## src/rtl/keypad_scanner.sv

```systemverilog
// keypad_scanner: 4x4 membrane keypad scanner for the 5 kHz calculator front end.
// Drives one column low at a time, reads the active-low rows through a
// two-flop synchroniser, debounces press and release, and emits a hex key
// code with a one-cycle key_valid strobe.
// Optional build macro: KEYPAD_REPEAT_EN adds auto-repeat of key_valid
// while a key stays held (first after REPEAT_DELAY, then every REPEAT_PERIOD).
module keypad_scanner #(
    parameter int SETTLE_CYCLES   = 2,
    parameter int DEBOUNCE_CYCLES = 20,
    parameter int REPEAT_DELAY    = 2500,
    parameter int REPEAT_PERIOD   = 500
) (
    input  logic       clk5KHz,
    input  logic       rst,
    input  logic [3:0] ROW,
    output logic [3:0] COL,
    output logic [3:0] key_code,
    output logic       key_valid,
    output logic       key_held
);

    localparam logic [1:0] ST_SCAN     = 2'd0;
    localparam logic [1:0] ST_DEBOUNCE = 2'd1;
    localparam logic [1:0] ST_HELD     = 2'd2;

    // A newly driven column needs two extra cycles to reach rs through the
    // synchroniser, so the settle window is counted on top of that delay;
    // otherwise rows would be credited to the previously driven column.
    localparam int         SYNC_DEPTH = 2;
    localparam logic [4:0] HOLD_LAST  = 5'(SETTLE_CYCLES + SYNC_DEPTH - 1);
    localparam logic [7:0] DB_TARGET  = 8'(DEBOUNCE_CYCLES);
    localparam logic [7:0] REL_LAST   = 8'(DEBOUNCE_CYCLES - 1);

    if (SETTLE_CYCLES < 1 || SETTLE_CYCLES > 15 || DEBOUNCE_CYCLES < 1 ||
        DEBOUNCE_CYCLES > 255 || REPEAT_DELAY < 1 || REPEAT_PERIOD < 1) begin : g_bad_params
        $error("keypad_scanner: parameter out of range");
    end

    // Key code for (row, col) of the keypad legend; * maps to E and # to F.
    function automatic logic [3:0] key_map(input logic [1:0] row, input logic [1:0] col);
        logic [3:0] code;
        case ({row, col})
            4'b00_00: code = 4'h1;
            4'b00_01: code = 4'h2;
            4'b00_10: code = 4'h3;
            4'b00_11: code = 4'hA;
            4'b01_00: code = 4'h4;
            4'b01_01: code = 4'h5;
            4'b01_10: code = 4'h6;
            4'b01_11: code = 4'hB;
            4'b10_00: code = 4'h7;
            4'b10_01: code = 4'h8;
            4'b10_10: code = 4'h9;
            4'b10_11: code = 4'hC;
            4'b11_00: code = 4'hE;
            4'b11_01: code = 4'h0;
            4'b11_10: code = 4'hF;
            4'b11_11: code = 4'hD;
            default:  code = 4'h0;
        endcase
        return code;
    endfunction

    // Lowest-index row that reads low; caller guarantees at least one is low.
    function automatic logic [1:0] lowest_low(input logic [3:0] rows);
        logic [1:0] idx;
        if (!rows[0]) begin
            idx = 2'd0;
        end else if (!rows[1]) begin
            idx = 2'd1;
        end else if (!rows[2]) begin
            idx = 2'd2;
        end else begin
            idx = 2'd3;
        end
        return idx;
    endfunction

    // One-low column drive pattern for a column index.
    function automatic logic [3:0] col_drive(input logic [1:0] idx);
        logic [3:0] pat;
        case (idx)
            2'd0:    pat = 4'b1110;
            2'd1:    pat = 4'b1101;
            2'd2:    pat = 4'b1011;
            2'd3:    pat = 4'b0111;
            default: pat = 4'b1110;
        endcase
        return pat;
    endfunction

    logic [3:0] sync1_q, sync2_q;
    logic [1:0] state_q, state_d;
    logic [1:0] col_idx_q, col_idx_d;
    logic [3:0] col_q;
    logic [4:0] settle_q, settle_d;
    logic [1:0] cand_row_q, cand_row_d;
    logic [7:0] db_cnt_q, db_cnt_d;
    logic [7:0] rel_cnt_q, rel_cnt_d;
    logic [3:0] key_code_q, key_code_d;
    logic       key_valid_q, key_valid_d;
    logic       key_held_q, key_held_d;
    logic       cand_high_s;

    assign cand_high_s = sync2_q[cand_row_q];

`ifdef KEYPAD_REPEAT_EN
    localparam int             REP_MAX    = (REPEAT_DELAY > REPEAT_PERIOD) ? REPEAT_DELAY : REPEAT_PERIOD;
    localparam int             REP_W      = $clog2(REP_MAX + 1);
    localparam logic [REP_W-1:0] REP_DELAY_LAST  = REP_W'(REPEAT_DELAY - 1);
    localparam logic [REP_W-1:0] REP_PERIOD_LAST = REP_W'(REPEAT_PERIOD - 1);

    logic [REP_W-1:0] rep_q, rep_d;
    logic             rep_first_q, rep_first_d;

    // Auto-repeat counter and first/subsequent phase flag.
    always_ff @(posedge clk5KHz or negedge rst) begin
        if (!rst) begin
            rep_q       <= {REP_W{1'b0}};
            rep_first_q <= 1'b1;
        end else begin
            rep_q       <= rep_d;
            rep_first_q <= rep_first_d;
        end
    end
`endif

    // Scan / debounce / held state machine and output next-state logic.
    always_comb begin
        state_d     = state_q;
        col_idx_d   = col_idx_q;
        settle_d    = settle_q;
        cand_row_d  = cand_row_q;
        db_cnt_d    = db_cnt_q;
        rel_cnt_d   = rel_cnt_q;
        key_code_d  = key_code_q;
        key_valid_d = 1'b0;
        key_held_d  = key_held_q;
`ifdef KEYPAD_REPEAT_EN
        rep_d       = rep_q;
        rep_first_d = rep_first_q;
`endif
        case (state_q)
            ST_SCAN: begin
                if (settle_q == HOLD_LAST) begin
                    settle_d = 5'd0;
                    if (sync2_q == 4'b1111) begin
                        col_idx_d = col_idx_q + 2'd1;
                    end else begin
                        cand_row_d = lowest_low(sync2_q);
                        db_cnt_d   = 8'd0;
                        state_d    = ST_DEBOUNCE;
                    end
                end else begin
                    settle_d = settle_q + 5'd1;
                end
            end
            ST_DEBOUNCE: begin
                if (cand_high_s) begin
                    state_d   = ST_SCAN;
                    col_idx_d = col_idx_q + 2'd1;
                    settle_d  = 5'd0;
                end else if (db_cnt_q == DB_TARGET) begin
                    key_code_d  = key_map(cand_row_q, col_idx_q);
                    key_valid_d = 1'b1;
                    key_held_d  = 1'b1;
                    rel_cnt_d   = 8'd0;
                    state_d     = ST_HELD;
`ifdef KEYPAD_REPEAT_EN
                    rep_d       = {REP_W{1'b0}};
                    rep_first_d = 1'b1;
`endif
                end else begin
                    db_cnt_d = db_cnt_q + 8'd1;
                end
            end
            ST_HELD: begin
                if (cand_high_s) begin
`ifdef KEYPAD_REPEAT_EN
                    rep_d       = {REP_W{1'b0}};
                    rep_first_d = 1'b1;
`endif
                    if (rel_cnt_q == REL_LAST) begin
                        key_held_d = 1'b0;
                        state_d    = ST_SCAN;
                        col_idx_d  = col_idx_q + 2'd1;
                        settle_d   = 5'd0;
                    end else begin
                        rel_cnt_d = rel_cnt_q + 8'd1;
                    end
                end else begin
                    rel_cnt_d = 8'd0;
`ifdef KEYPAD_REPEAT_EN
                    if (rep_q == (rep_first_q ? REP_DELAY_LAST : REP_PERIOD_LAST)) begin
                        key_valid_d = 1'b1;
                        rep_d       = {REP_W{1'b0}};
                        rep_first_d = 1'b0;
                    end else begin
                        rep_d = rep_q + REP_W'(1);
                    end
`endif
                end
            end
            default: begin
                state_d    = ST_SCAN;
                col_idx_d  = 2'd0;
                settle_d   = 5'd0;
                key_held_d = 1'b0;
            end
        endcase
    end

    // Row synchroniser, FSM state and registered outputs.
    always_ff @(posedge clk5KHz or negedge rst) begin
        if (!rst) begin
            sync1_q     <= 4'b1111;
            sync2_q     <= 4'b1111;
            state_q     <= ST_SCAN;
            col_idx_q   <= 2'd0;
            col_q       <= 4'b1110;
            settle_q    <= 5'd0;
            cand_row_q  <= 2'd0;
            db_cnt_q    <= 8'd0;
            rel_cnt_q   <= 8'd0;
            key_code_q  <= 4'h0;
            key_valid_q <= 1'b0;
            key_held_q  <= 1'b0;
        end else begin
            sync1_q     <= ROW;
            sync2_q     <= sync1_q;
            state_q     <= state_d;
            col_idx_q   <= col_idx_d;
            col_q       <= col_drive(col_idx_d);
            settle_q    <= settle_d;
            cand_row_q  <= cand_row_d;
            db_cnt_q    <= db_cnt_d;
            rel_cnt_q   <= rel_cnt_d;
            key_code_q  <= key_code_d;
            key_valid_q <= key_valid_d;
            key_held_q  <= key_held_d;
        end
    end

    assign COL       = col_q;
    assign key_code  = key_code_q;
    assign key_valid = key_valid_q;
    assign key_held  = key_held_q;

endmodule
```

## config.mk

```make
export PLATFORM = sky130hd
export DESIGN_NAME = keypad_scanner
export DESIGN_NICKNAME = d
export VERILOG_FILES = /design/src/rtl/keypad_scanner.sv
export SDC_FILE = /design/constraint.sdc
export NUM_CORES = 1
export LEC_CHECK = 0
export CAP_MARGIN = 30
export CORE_ASPECT_RATIO = 1.75
export CORE_MARGIN = 5
export CORE_UTILIZATION = 45
export DETAILED_ROUTE_END_ITERATION = 7
export PLACE_DENSITY_LB_ADDON = 0.2
export RECOVER_POWER = 50
export SETUP_SLACK_MARGIN = 0.3
export SKIP_CTS_REPAIR_TIMING = 1
export SLEW_MARGIN = 25
export SYNTH_ARGS = -nofsm -noshare
export SYNTH_HDL_FRONTEND = slang
export SYNTH_SLANG_ARGS = --single-unit
```

## constraint.sdc

```tcl
create_clock -name clk5KHz -period 2 [get_ports clk5KHz]
set_clock_uncertainty 0.05 [all_clocks]
set_input_delay 0.2 -clock clk5KHz [delete_from_list [all_inputs] [get_ports clk5KHz]]
set_output_delay 0.2 -clock clk5KHz [all_outputs]
set_load 0.03 [all_outputs]
```

After elaboration in Yosys (flattened, before gate mapping)

Memory sizes are Yosys's and may differ from the RTL's. A register that Yosys moved wholly into a read port is not among the register bits.
Cells that the tools add are included.

Input port bits: 6
Memories kept: 1
Output and inout port bits: 10
ROM bits: 64
Register bits after elaboration: 41
Logic and storage cells: 93

Memory list:

| memory          | words | bits a word | rd ports | clocked after Yosys merged registers in | wr ports | RTL line | text |
|---|---|---|---|---|---|---|---|
| (no name shown) | 16    | 4           | 1        | 1                                       | 0        | 42       | `case ({row, col})` |

Equal/unequal tests: 19
Reduce and logical (&&, ||, !) cells: 12
Multiplexer cells: 42
Bitwise operators: 3
$lt $le $gt $ge: 1
Add/subtract/negate cells: 4

Operator list:

| operator              | count |
|---|---|
| $mux W8               | 8 |
| $pmux W8 S2           | 2 |
| $mux W2               | 13 |
| $mux W5               | 4 |
| $add A8 B1 Y8 const B | 2 |
| $eq A8 B5 Y1 const B  | 2 |
| $ne A2 B2 Y1 const B  | 8 |
| $pmux W4 S4           | 1 |
| $pmux W5 S3           | 1 |
| $reduce_and A5 Y1     | 3 |
| $pmux W2 S3           | 2 |
| $mux W1               | 9 |
| $reduce_and A3 Y1     | 3 |
| $eq A2 B2 Y1 const B  | 3 |
| $ne A3 B3 Y1 const B  | 2 |
| $add A5 B1 Y5 const B | 1 |
| $eq A5 B2 Y1 const B  | 1 |
| $eq A2 B1 Y1 const B  | 2 |
| $eq A4 B4 Y1 const B  | 1 |
| $logic_not A2 Y1      | 2 |
| $reduce_and A4 Y1     | 1 |
| $reduce_bool A2 Y1    | 2 |
| $lt A2 B3 Y1 const B  | 1 |
| $not A1 Y1            | 3 |
| 4 further kinds       | 4 |

Logic depth before layout (Yosys ltp)

Depth after elaboration: 6
Gate-level depth with buffers: 8
Gate-level depth less buffers: 7

Worst setup path before layout

No wires, ideal clock.

Path type: flip-flop to flip-flop
Start point: reg settle_q[0]
End point: reg db_cnt_q[3]
Cell stages (with the launch flop): 8
Buffers on the path: 1
Data arrival time: 1661 ps
Path slack: 170 ps
Cells stage by stage: dfrtp_1 ha_1 nor4b_2 and3_1 buf_2 a21o_2 and3_1 o21a_1

Longest elaborated chain between the ends: 3

Ends and longest elaborated chain:

| item                        | RTL line | text |
|---|---|---|
| from (decl)                 | 96       | `logic [4:0] settle_q, settle_d;` |
| from (signal assigned)      | 234      | `settle_q <= settle_d;` |
| $eq A5 B2 Y1                | 145      | `if (settle_q == HOLD_LAST) begin` |
| $ne A2 B2 Y1 (no line)      | n/a      |  |
| $reduce_and A5 Y1 (no line) | n/a      |  |
| to (signal assigned)        | 236      | `db_cnt_q <= db_cnt_d;` |
| to (decl)                   | 98       | `logic [7:0] db_cnt_q, db_cnt_d;` |

Every way passes these cells.
A chain may end at the register's enable or synchronous reset.

Final worst setup path

Start point: reg cand_row_q[1]
End point: reg rel_cnt_q[5]

Longest elaborated chain between the ends: 4
Elaborated cells on any way between the ends: 7

Ends and longest elaborated chain:

| item                                                       | RTL line | text |
|---|---|---|
| from (decl)                                                | 97       | `logic [1:0] cand_row_q, cand_row_d;` |
| from (signal assigned)                                     | 235      | `cand_row_q <= cand_row_d;` |
| $bmux W1 S2 (*)                                            | 105      | `assign cand_high_s = sync2_q[cand_row_q];` |
| $mux W1 (implied by the code) (*)                          | 105      |  |
| $ne A3 B3 Y1 (no line), or another cell as far along       | n/a      |  |
| $reduce_and A4 Y1 (no line) or $pmux W8 S2 (tied branches) | n/a      |  |
| to (signal assigned)                                       | 237      | `rel_cnt_q <= rel_cnt_d;` |
| to (decl)                                                  | 99       | `logic [7:0] rel_cnt_q, rel_cnt_d;` |

Every way passes the cells marked *; elsewhere a longest branch is shown, timed or not. The select of a mux whose other input is x is not followed.

==> results.json <==
{
  "status": "finished clean",
  "antenna_found_initial": 0,
  "clkTransAtPathRegs_ps": 80,
  "final_max_slew_viol_count": 0,
  "grt_pass1_vias": 1645,
  "wl_per_cell_um": 15.9,
  "syn_avg_cell_area_um2": 10.5,
  "grt_usage": 0.142,
  "cts_tree": "built",
  "fmax_mhz": 543,
  "worst_slew_pin_slew_ps": 1240,
  "hold_viol": 0,
  "totalWireLength_um": 5060,
  "drtAntennaViolNets": 0,
  "ys.flop_type": "dfrtp_1",
  "cp_slowest_cell": "dfrtp_2",
  "ctsHtreeMaxLevel": 2,
  "rr_worst_depth": 8,
  "clock_latency_ps": 300,
  "critPathMaxFanout": 6,
  "synth_area_um2": 2320,
  "die_h_um": 105,
  "max_stage_delay_ps": 490,
  "grt_setup_unrepaired": "yes",
  "drive_above_1_share": 0.345,
  "synth.yosys.seq_area_share": 0.492,
  "power_density_nw_per_um2": 1050,
  "fillers": 385,
  "fp.dieArea_um2": 6740,
  "area_growth_pct": 28.6,
  "synth_edf_count": 0,
  "grt_overflow": 0,
  "grt_max_degree": 25,
  "drtIter0Drc": 79,
  "startpoint_type": "flip-flop",
  "grt_use_met3": 0.0269,
  "setup_tns_ps": 0,
  "async_flop_share": 1.00,
  "post-synth-top-area-fraction": 0.367,
  "drc": 0,
  "setup_viol": 0,
  "grt_pass1_wl_um": 7660,
  "nets": 278,
  "dp.cells": 293,
  "synthCells": 221,
  "utilization": 0.599,
  "r2r_slack_ps": 160,
  "seqCellArea_um2": 1140,
  "n_antenna_cell": 0,
  "met1_usage": 0.158,
  "min_path_type": "reg2reg",
  "irDropWorstVdd_mv": 0.799,
  "synth_nets": 236,
  "multi_input_area_um2": 1280,
  "numCtsBuffers": 5,
  "dieWidth_um": 64.3,
  "yosysWarnings": 0,
  "maxCapViolCount": 0,
  "busiest_layer": "met2",
  "path_cells": "buf_4 -> mux4_2 -> buf_4 -> nand2_4 -> buf_4 -> nor2_1 -> nand2_1 -> o21ai_1",
  "io_buffers": 15,
  "ys_ff_latch": 45,
  "final_common_cell": "dfrtp_1",
  "hpwl_um": 3440,
  "core_area_um2": 4980,
  "report.power.total_w": 0.00312,
  "placed_area_um2": 2600,
  "crit_arrival_ps": 2010,
  "gp_congestion": 0.841,
  "period_share": 0.920,
  "dr.pass1.iters": 4,
  "path_class": "reg2reg",
  "fin_area_um2": 2980,
  "clock_sinks": 45,
  "rows": 34,
  "crit_required_ps": 2170,
  "start_util": 0.466,
  "vias": 1794,
  "stdcell_count": 318,
  "hold_depth": 0,
  "ys_types": 53,
  "grt_use_met2": 0.251,
  "maxSlewHeadroom": 0.171,
  "end_kind": "flip-flop",
  "power_leakage_nw": 1.33,
  "clockBufferDepth": 2,
  "cts-root-buf": "clkbuf_8",
  "via_per_inst": 5.64,
  "ios": 16,
  "cp_common_cell": "buf_4",
  "yosys.area.top_type": "dfrtp_1",
  "mostFrequentLayoutCells": "dfrtp_1 (30), buf_4 (20), nand2_1 (19), nor2_1 (16), o21ai_1 (13)",
  "finalCriticalPeriod_ps": 1840,
  "synthTopCellsByArea": "dfrtp_1 (37%), dfstp_2 (12%), ha_1 (4.9%)"
}
## area by class of cell
| type | instances | area share |
|---|---|---|
| repair buffers | 40 | 0.123 |
| well taps | 54 | 0.0227 |
| clock buffers | 6 | 0.0243 |
| flip-flops and latches | 45 | 0.384 |
| multi-input cells | 160 | 0.429 |
| inverters | 11 | 0.0138 |
| clock inverters | 2 | 0.00336 |
## cell usage after synthesis, types with 2 or more instances
| master | n |
|---|---|
| a21oi_1 | 7 |
| a22o_1 | 2 |
| a31oi_1 | 5 |
| and2_1 | 3 |
| and3_1 | 8 |
| buf_6 | 3 |
| dfrtp_1 | 34 |
| dfstp_2 | 11 |
| ha_1 | 9 |
| inv_1 | 10 |
| mux2_4 | 2 |
| mux2i_1 | 6 |
| nand2_1 | 20 |
| nand2b_1 | 3 |
| nand3_1 | 11 |
| nand4_1 | 5 |
| nor2_1 | 17 |
| nor2b_1 | 2 |
| nor4b_2 | 2 |
| o21ai_0 | 10 |
| o21ai_1 | 14 |
| o21ai_2 | 3 |
| or3_1 | 3 |
| xor2_1 | 2 |
## kinds of logic after synthesis
group,count (synthesis),share of synthesized area
compound gates,54,0.158
simple gates,84,0.199
fa+ha+maj,9,0.0486
xor+xnor,2,0.00756
flops,45,0.492
buf+inv,16,0.0362
mux,11,0.0594
## final timing paths
| path | startpoint | endpoint |
|---|---|---|
| worst min-delay path | sync1_q[2]$_DFF_PN1_ | sync2_q[2]$_DFF_PN1_ |
| worst max-delay path | cand_row_q[1]$_DFFE_PN0P_ | rel_cnt_q[5]$_DFFE_PN0P_ |
| max in group asynchronous | rst | rel_cnt_q[0]$_DFFE_PN0P_ |
| worst max register to register | cand_row_q[1]$_DFFE_PN0P_ | rel_cnt_q[5]$_DFFE_PN0P_ |
| worst min register to register | sync1_q[2]$_DFF_PN1_ | sync2_q[2]$_DFF_PN1_ |
| min in group asynchronous | rst | db_cnt_q[1]$_DFFE_PN0P_ |
## where the power goes
group          internal, W  switching, W  total [W]
logic             0.000651      0.000691    0.00134
registers          0.00107      0.000163    0.00123
clock network     0.000242      0.000299   0.000541
total              0.00196       0.00115    0.00312
## flip-flops by register name (all words and copies together), names as in the netlist
name        cells
COL             4
sync2_q         4
settle_q        5
state_q         2
rel_cnt_q       8
sync1_q         4
col_idx_q       2
key_valid       1
db_cnt_q        8
key_code        4
cand_row_q      2
key_held        1
## metal layers
metal  vias up  share of wire
li1        875              -
met2        30           0.56
met5         -              0
met4         0          0.019
met1       881           0.39
met3         8          0.028
## through the flow
stage,hold slack (ps),setup WS [ps]
floorplan,-146,249
global placement,152,114
detailed placement,153,45.8
CTS,-170,9.51
global route,312,54.6
finish,307,159
## critical path, delay by kind of cell (launching register included)
family	cells	cell delay, ps
flip-flops	1	490
buffers and inverters	3	440
AND/OR/NAND/NOR	3	420
multiplexers	1	230
AO/OA/AOI/OAI	1	140
Power figures use the tool's default switching activity.
